### config.mk
export PLATFORM = sky130hd
export DESIGN_NAME = sdram_port_arbiter_flat
export DESIGN_NICKNAME = d
export VERILOG_FILES = /design/src/rtl/sdram_arb_pkg.sv /design/src/rtl/sdram_port_arbiter_if.sv /design/src/rtl/sdram_arb_id_fifo.sv /design/src/rtl/sdram_port_arbiter.sv /design/src/flat_wrapper.sv
export SDC_FILE = /design/constraint.sdc
export NUM_CORES = 1
export LEC_CHECK = 0
export CORE_AREA = 2 2 100 102
export CTS_CLUSTER_SIZE = 25
export DETAILED_ROUTE_END_ITERATION = 12
export DIE_AREA = 0 0 102 104
export GPL_TIMING_DRIVEN = 1
export PLACE_DENSITY_LB_ADDON = 0.1
export SLEW_MARGIN = 15
export SYNTH_ARGS = -nofsm -noshare
export SYNTH_HDL_FRONTEND = slang
export SYNTH_SLANG_ARGS = --single-unit
### constraint.sdc
create_clock -name clk_clk -period 2.85 [get_ports clk_clk]
set_input_delay 0.4275 -clock clk_clk [delete_from_list [all_inputs] [get_ports clk_clk]]
set_output_delay 0.4275 -clock clk_clk [all_outputs]
set_load 0.03 [all_outputs]
### src/rtl/sdram_arb_pkg.sv
// Shared types for the two-port SDRAM arbiter: port IDs and the held command.
package sdram_arb_pkg;

  localparam int ARB_ADDR_W = 24;
  localparam int ARB_DATA_W = 16;

  typedef logic [0:0] port_id_t;

  typedef struct packed {
    logic [ARB_ADDR_W-1:0]   address;
    logic [ARB_DATA_W-1:0]   writedata;
    logic [ARB_DATA_W/8-1:0] byteenable;
    logic                    is_write;
    port_id_t                port;
  } cmd_t;

endpackage

### src/rtl/sdram_port_arbiter_if.sv
// Memory-mapped command/response bundle, used for both requester ports and the SDRAM side.
// Handshake: a command (read or write high) is accepted in any cycle where waitrequest is
// low; the master holds all command fields stable until then. Read data returns later, in
// order, one word per cycle with readdatavalid high.
interface sdram_port_arbiter_if
  import sdram_arb_pkg::*;
#(
  parameter int ADDR_W = ARB_ADDR_W,
  parameter int DATA_W = ARB_DATA_W
);
  logic [ADDR_W-1:0]   address;
  logic                read;
  logic                write;
  logic [DATA_W-1:0]   writedata;
  logic [DATA_W/8-1:0] byteenable;
  logic                waitrequest;
  logic [DATA_W-1:0]   readdata;
  logic                readdatavalid;

  modport master (
    output address, read, write, writedata, byteenable,
    input  waitrequest, readdata, readdatavalid
  );

  modport slave (
    input  address, read, write, writedata, byteenable,
    output waitrequest, readdata, readdatavalid
  );
endinterface

### src/rtl/sdram_arb_id_fifo.sv
// Port-ID FIFO tracking which requester owns each outstanding read; head is combinational.
module sdram_arb_id_fifo
  import sdram_arb_pkg::*;
#(
  parameter  int DEPTH = 8,
  localparam int PW    = $clog2(DEPTH),
  localparam int CW    = PW + 1
) (
  input  logic          clk,
  input  logic          rst_n,
  input  logic          push,
  input  port_id_t      push_id,
  input  logic          pop,
  output port_id_t      head,
  output logic          full,
  output logic          empty,
  output logic [CW-1:0] count
);

  port_id_t      mem_q [DEPTH];
  port_id_t      mem_d [DEPTH];
  logic [PW-1:0] wr_ptr_q, wr_ptr_d;
  logic [PW-1:0] rd_ptr_q, rd_ptr_d;
  logic [CW-1:0] count_q, count_d;
  logic          push_ok, pop_ok;

  assign full    = (count_q == CW'(DEPTH));
  assign empty   = (count_q == '0);
  assign count   = count_q;
  assign head    = mem_q[rd_ptr_q];
  assign push_ok = push & ~full;
  assign pop_ok  = pop & ~empty;

  always_comb begin
    mem_d    = mem_q;
    wr_ptr_d = wr_ptr_q;
    rd_ptr_d = rd_ptr_q;
    count_d  = count_q;
    if (push_ok) begin
      mem_d[wr_ptr_q] = push_id;
      wr_ptr_d        = wr_ptr_q + 1'b1;
    end
    if (pop_ok) begin
      rd_ptr_d = rd_ptr_q + 1'b1;
    end
    case ({push_ok, pop_ok})
      2'b10:   count_d = count_q + 1'b1;
      2'b01:   count_d = count_q - 1'b1;
      default: count_d = count_q;
    endcase
  end

  always_ff @(posedge clk or negedge rst_n) begin
    if (!rst_n) begin
      mem_q    <= '{default: '0};
      wr_ptr_q <= '0;
      rd_ptr_q <= '0;
      count_q  <= '0;
    end else begin
      mem_q    <= mem_d;
      wr_ptr_q <= wr_ptr_d;
      rd_ptr_q <= rd_ptr_d;
      count_q  <= count_d;
    end
  end

endmodule

### src/rtl/sdram_port_arbiter.sv
// Round-robin arbiter merging an instruction-fetch port and a data port onto one SDRAM
// controller port, with in-order read-response routing by a port-ID FIFO.
module sdram_port_arbiter
  import sdram_arb_pkg::*;
#(
  parameter int ADDR_W   = ARB_ADDR_W,
  parameter int DATA_W   = ARB_DATA_W,
  parameter int RD_DEPTH = 8
) (
  input  logic                 clk_clk,
  input  logic                 reset_reset_n,
  sdram_port_arbiter_if.slave  p0,
  sdram_port_arbiter_if.slave  p1,
  sdram_port_arbiter_if.master m
);

  localparam int CW = $clog2(RD_DEPTH) + 1;

  cmd_t          cmd_q, cmd_d;
  logic          cmd_valid_q, cmd_valid_d;
  port_id_t      last_port_q, last_port_d;
  logic          err_q, err_d;
  logic          rst_done_q, rst_done_d;

  logic          drain, can_cap, rd_ok, elig0, elig1, cap;
  port_id_t      gnt;
  logic          sel_write;
  logic          fifo_push, fifo_pop, fifo_full, fifo_empty;
  port_id_t      fifo_head;
  logic [CW-1:0] rd_count;

  // rd_count is sampled before this cycle's pop, so a full FIFO never pushes on a pop.
  assign rd_ok   = (rd_count < CW'(RD_DEPTH));
  assign elig0   = p0.write | (p0.read & rd_ok);
  assign elig1   = p1.write | (p1.read & rd_ok);
  assign drain   = cmd_valid_q & ~m.waitrequest;
  assign can_cap = ~cmd_valid_q | drain;
  assign gnt     = (elig0 & elig1) ? ~last_port_q : port_id_t'(~elig0);
  assign cap     = rst_done_q & can_cap & (elig0 | elig1);
  assign sel_write = gnt[0] ? p1.write : p0.write;

  assign fifo_push = cap & ~sel_write & ~fifo_full;
  assign fifo_pop  = m.readdatavalid & ~fifo_empty;

  always_comb begin
    cmd_d       = cmd_q;
    cmd_valid_d = cmd_valid_q & ~drain;
    last_port_d = last_port_q;
    err_d       = err_q | (m.readdatavalid & fifo_empty);
    rst_done_d  = 1'b1;
    if (cap) begin
      cmd_valid_d      = 1'b1;
      last_port_d      = gnt;
      cmd_d.port       = gnt;
      cmd_d.is_write   = sel_write;
      cmd_d.address    = ARB_ADDR_W'(gnt[0] ? p1.address : p0.address);
      cmd_d.writedata  = ARB_DATA_W'(gnt[0] ? p1.writedata : p0.writedata);
      cmd_d.byteenable = (ARB_DATA_W/8)'(gnt[0] ? p1.byteenable : p0.byteenable);
    end
  end

  always_ff @(posedge clk_clk or negedge reset_reset_n) begin
    if (!reset_reset_n) begin
      cmd_q       <= '0;
      cmd_valid_q <= 1'b0;
      last_port_q <= 1'b1;
      err_q       <= 1'b0;
      rst_done_q  <= 1'b0;
    end else begin
      cmd_q       <= cmd_d;
      cmd_valid_q <= cmd_valid_d;
      last_port_q <= last_port_d;
      err_q       <= err_d;
      rst_done_q  <= rst_done_d;
    end
  end

  sdram_arb_id_fifo #(.DEPTH(RD_DEPTH)) u_id_fifo (
    .clk     (clk_clk),
    .rst_n   (reset_reset_n),
    .push    (fifo_push),
    .push_id (gnt),
    .pop     (fifo_pop),
    .head    (fifo_head),
    .full    (fifo_full),
    .empty   (fifo_empty),
    .count   (rd_count)
  );

  assign m.address    = ADDR_W'(cmd_q.address);
  assign m.writedata  = DATA_W'(cmd_q.writedata);
  assign m.byteenable = (DATA_W/8)'(cmd_q.byteenable);
  assign m.read       = cmd_valid_q & ~cmd_q.is_write;
  assign m.write      = cmd_valid_q & cmd_q.is_write;

  assign p0.waitrequest   = ~(cap & (gnt == 1'b0));
  assign p1.waitrequest   = ~(cap & (gnt == 1'b1));
  assign p0.readdata      = m.readdata;
  assign p1.readdata      = m.readdata;
  assign p0.readdatavalid = fifo_pop & (fifo_head == 1'b0);
  assign p1.readdatavalid = fifo_pop & (fifo_head == 1'b1);

endmodule

### src/flat_wrapper.sv
// flat-port wrapper written by rule: the top's interface ports become plain ports
module sdram_port_arbiter_flat import sdram_arb_pkg::*;
#(
  parameter int ADDR_W   = ARB_ADDR_W,
  parameter int DATA_W   = ARB_DATA_W,
  parameter int RD_DEPTH = 8
)
  (clk_clk, reset_reset_n, p0_address, p0_read, p0_write, p0_writedata, p0_byteenable, p0_waitrequest, p0_readdata, p0_readdatavalid, p1_address, p1_read, p1_write, p1_writedata, p1_byteenable, p1_waitrequest, p1_readdata, p1_readdatavalid, m_address, m_read, m_write, m_writedata, m_byteenable, m_waitrequest, m_readdata, m_readdatavalid);
  sdram_port_arbiter_if #(.ADDR_W(ADDR_W), .DATA_W(DATA_W)) p0_i ();
  sdram_port_arbiter_if #(.ADDR_W(ADDR_W), .DATA_W(DATA_W)) p1_i ();
  sdram_port_arbiter_if #(.ADDR_W(ADDR_W), .DATA_W(DATA_W)) m_i ();
  input  logic clk_clk;
  input  logic reset_reset_n;
  input wire logic [$bits(p0_i.address)-1:0] p0_address;
  input wire logic [$bits(p0_i.read)-1:0] p0_read;
  input wire logic [$bits(p0_i.write)-1:0] p0_write;
  input wire logic [$bits(p0_i.writedata)-1:0] p0_writedata;
  input wire logic [$bits(p0_i.byteenable)-1:0] p0_byteenable;
  output wire logic [$bits(p0_i.waitrequest)-1:0] p0_waitrequest;
  output wire logic [$bits(p0_i.readdata)-1:0] p0_readdata;
  output wire logic [$bits(p0_i.readdatavalid)-1:0] p0_readdatavalid;
  input wire logic [$bits(p1_i.address)-1:0] p1_address;
  input wire logic [$bits(p1_i.read)-1:0] p1_read;
  input wire logic [$bits(p1_i.write)-1:0] p1_write;
  input wire logic [$bits(p1_i.writedata)-1:0] p1_writedata;
  input wire logic [$bits(p1_i.byteenable)-1:0] p1_byteenable;
  output wire logic [$bits(p1_i.waitrequest)-1:0] p1_waitrequest;
  output wire logic [$bits(p1_i.readdata)-1:0] p1_readdata;
  output wire logic [$bits(p1_i.readdatavalid)-1:0] p1_readdatavalid;
  output wire logic [$bits(m_i.address)-1:0] m_address;
  output wire logic [$bits(m_i.read)-1:0] m_read;
  output wire logic [$bits(m_i.write)-1:0] m_write;
  output wire logic [$bits(m_i.writedata)-1:0] m_writedata;
  output wire logic [$bits(m_i.byteenable)-1:0] m_byteenable;
  input wire logic [$bits(m_i.waitrequest)-1:0] m_waitrequest;
  input wire logic [$bits(m_i.readdata)-1:0] m_readdata;
  input wire logic [$bits(m_i.readdatavalid)-1:0] m_readdatavalid;
  assign p0_i.address = p0_address;
  assign p0_i.read = p0_read;
  assign p0_i.write = p0_write;
  assign p0_i.writedata = p0_writedata;
  assign p0_i.byteenable = p0_byteenable;
  assign p0_waitrequest = p0_i.waitrequest;
  assign p0_readdata = p0_i.readdata;
  assign p0_readdatavalid = p0_i.readdatavalid;
  assign p1_i.address = p1_address;
  assign p1_i.read = p1_read;
  assign p1_i.write = p1_write;
  assign p1_i.writedata = p1_writedata;
  assign p1_i.byteenable = p1_byteenable;
  assign p1_waitrequest = p1_i.waitrequest;
  assign p1_readdata = p1_i.readdata;
  assign p1_readdatavalid = p1_i.readdatavalid;
  assign m_address = m_i.address;
  assign m_read = m_i.read;
  assign m_write = m_i.write;
  assign m_writedata = m_i.writedata;
  assign m_byteenable = m_i.byteenable;
  assign m_i.waitrequest = m_waitrequest;
  assign m_i.readdata = m_readdata;
  assign m_i.readdatavalid = m_readdatavalid;
  sdram_port_arbiter #(.ADDR_W(ADDR_W), .DATA_W(DATA_W), .RD_DEPTH(RD_DEPTH)) u_core (.clk_clk(clk_clk), .reset_reset_n(reset_reset_n), .p0(p0_i), .p1(p1_i), .m(m_i));
endmodule
==> impl_metrics.yaml, run 1 <==
yosys:
  synth_area_leader_cell: "dfrtp_1"
  ys_ff_latch: 64
  synth_common_cells: "buf_4, dfrtp_1, nor2_1"
  synthesis.instances: 425
  async_reset_ff_frac: 1.00
  ys_top_cells_by_area: "dfrtp_1, buf_4, a31oi_1"
  synth_edf_count: 0
  synth.distinct_cells: 48
  synth_ff_type: "dfrtp_1"
  seq_area_frac_synth: 0.416
  avgSynthCellArea_um2: 9.06
  ys_warn_count: 0
  syn_area_um2: 3850
  synth_top_area_frac: 0.409
  post-synth-top-count-cell: "buf_4"
  synth_fp_nets: 538
power:
  leakage_nw: 2.03
  power_density_nw_per_um2: 866
  peakVddDrop_uv: 300
  power_mw: 4.44
setup_path:
  required_ns: 2.42
  r2r_start: "u_core.u_id_fifo.count[1]"
  reg2reg_depth: 9
  start_kind: "flip-flop"
  cp_top_family: "multiplexers"
  cp_data_arrival_time_ns: 2.23
  critPathLaunch: "u_core.u_id_fifo.rd_ptr_q[0]"
  cp_num_cells: 4
  critPathKind: "flip-flop to output pin"
  max_stage_delay_ns: 0.61
  cp-end-kind: "output pin"
  crit_path_max_fanout: 4
  r2r_slack_ns: 0.41
  cp_slowest_cell: "clkdlybuf4s50_1"
  r2r-end: "u_core.u_id_fifo.count[2]"
  crit_buf_inv: 1
  crit_path_cell_trace: "mux4_2 > mux2i_1 > nor2_1 > clkdlybuf4s50_1"
  cp-endpoint: "p1_readdatavalid"
clock_tree:
  insertion_delay_ns: 0.33
  ctsHoldBuffers: 0
  cts_tree: "done"
  clk_pin_slew_ns: 0.07
  clockBufferDepth: 2
  cts_root_buf: "clkbuf_8"
  htree_num_levels: 3
  cts_made_buffers: 9
  clkSinkCount: 64
routing:
  wire_per_inst_um: 16.4
  initialDrtViolationCount: 121
  num_vias: 3272
  drc_errors: 0
  via_per_inst: 5.18
  first_pass_iters: 4
  wirelength_um: 10400
  antenna_left: 0
global_routing:
  antenna_found_initial: 0
  grt-ovfl-total: 0
  grt_max_degree: 47
  grt_pass1_vias: 3279
  grt_use_total: 0.196
  grt_pass1_wl_um: 16400
worst_hold_path:
  hp-class: "input pin to async pin"
final_layout:
  final_cells: 632
  fin_nets: 607
  antenna_cells: 0
  area_growth_pct: 33.1
  layout-drive-gt1-share: 0.108
  fin_util: 0.537
  design_area_um2: 5130
placement:
  numPortBuffers: 139
  dp_cells: 616
  place_congestion: 0.781
  place_area_um2: 4930
  place_hpwl_um: 7090
floorplan:
  start_util: 0.403
  core_area_um2: 9550
  fp.dieH_um: 104
  die_w_um: 102
  row_count: 36
  io_pins: 188
  fp.dieArea_um2: 10600
timing:
  fmax_mhz: 377
  hold_viol: 0
  clock-skew-final_ns: 0.0128
  finalSetupViolations: 0
  tightestPinTransition_ns: 0.788
  period_minus_slack_ns: 2.65
  grt_setup_unrepaired: "false"
  relSlewSlack: 0.475
  drv_slew: 0
  period_share: 0.931
flow_run:
  drv_cap: 0
outcome:
  status: "completed"
worst reg2reg max path, stage by stage (launching register included):
cell     delay, ns
dfrtp_1       0.46
o41ai_2       0.66
inv_2         0.14
ha_1          0.24
xor2_1        0.15
ha_1          0.18
a21oi_1       0.16
xor2_1        0.16
nor2_1        0.06
xor2_1        0.13
cell type report:
type	count	area, um^2
fill	912	4420
sequential	64	1600
multi-input combinational	256	1600
timing repair buffer	160	1550
tap	133	166
clock buffer	13	159
clock inverter	3	40.0
inverter	3	11.3
routing by layer:
layer / wire length (um) / up-vias / GRT usage
li1: - / 1565 / -
met5: 0 / - / 0
met1: 4440 / 1567 / 0.246
met4: 290 / 0 / 0.0800
met3: 696 / 31 / 0.0524
met2: 4950 / 109 / 0.316
state kept, by name (all words and copies together) (netlist names):
signal / flops
u_core.cmd_q: 1
u_core.cmd_valid_q: 1
u_core.last_port_q: 1
u_core.m.address: 24
u_core.m.byteenable: 2
u_core.m.writedata: 16
u_core.rst_done_q: 1
u_core.u_id_fifo.count: 4
u_core.u_id_fifo.mem_q: 8
u_core.u_id_fifo.rd_ptr_q: 3
u_core.u_id_fifo.wr_ptr_q: 3
cell families (layout without fill, tap and decap cells):
| family | after synthesis | in the layout | synth area share |
|---|---|---|---|
| AOI/OAI and AO/OA | 146 | 146 | 0.221 |
| buffers and inverters | 105 | 179 | 0.177 |
| and+or+nand+nor | 82 | 82 | 0.104 |
| DFF | 64 | 64 | 0.416 |
| muxes | 13 | 13 | 0.0432 |
| xor gates and xnor gates | 9 | 9 | 0.0205 |
| adders and majority gates | 5 | 5 | 0.0162 |
| other | 1 | 1 | 0.000974 |
cell usage in the layout (no fill, tap or decap), drive strengths merged, types with 5 or more instances in the layout:
master and n:
nand2 10, nor2 49, clkdlybuf4s50 135, xnor2 5, dfrtp 63, o21ai 44, ha 5, clkbuf 13
buf 24, a21oi 46, a31oi 42, mux2 9
where the power goes:
group | switching [mW] | total [mW] | internal, mW
clock | 0.338 | 0.788 | 0.450
combinational | 1.19 | 2.12 | 0.931
sequential | 0.281 | 1.53 | 1.25
stage by stage:
stage	worst slack (ns)	hold WS [ns]	setup TNS (ns)
after CTS	0.150	0.202	0
after detailed placement	-0.00261	0.479	-0.00261
after floorplan	0.424	0.132	0
after global placement	0.0371	0.464	0
after global routing	0.0615	0.238	0
final	0.195	0.169	0
how the worst min path moves through the flow:
stage | start | end | slack (ns) | cells after the start
after floorplan | reset_reset_n | u_core.cmd_q[1] | 0.13 | 0
after global placement | u_core.u_id_fifo.mem_q[6] | u_core.u_id_fifo.mem_q[6] | 0.46 | 1
after detailed placement | u_core.u_id_fifo.mem_q[3] | u_core.u_id_fifo.mem_q[3] | 0.48 | 1
after CTS | reset_reset_n | u_core.u_id_fifo.count[3] | 0.20 | 1
after global routing | reset_reset_n | u_core.u_id_fifo.count[3] | 0.24 | 1
final | reset_reset_n | u_core.u_id_fifo.count[3] | 0.17 | 1
what timing repair did:
| item | CTS | global route |
|---|---|---|
| endpoints found under the hold margin | 0 | 0 |
| gates resized for setup | 1 | 0 |
| setup endpoints to repair | 1 | 0 |
| setup buffers | 0 | 0 |
Power figures use the tool's default switching activity.
==> inputs of run 2 (changes only) <==
- GPL_ROUTABILITY_DRIVEN: unset -> 0
==> results of run 2 <==
The final DEF is identical to that of run 1; final timing and power are the same.
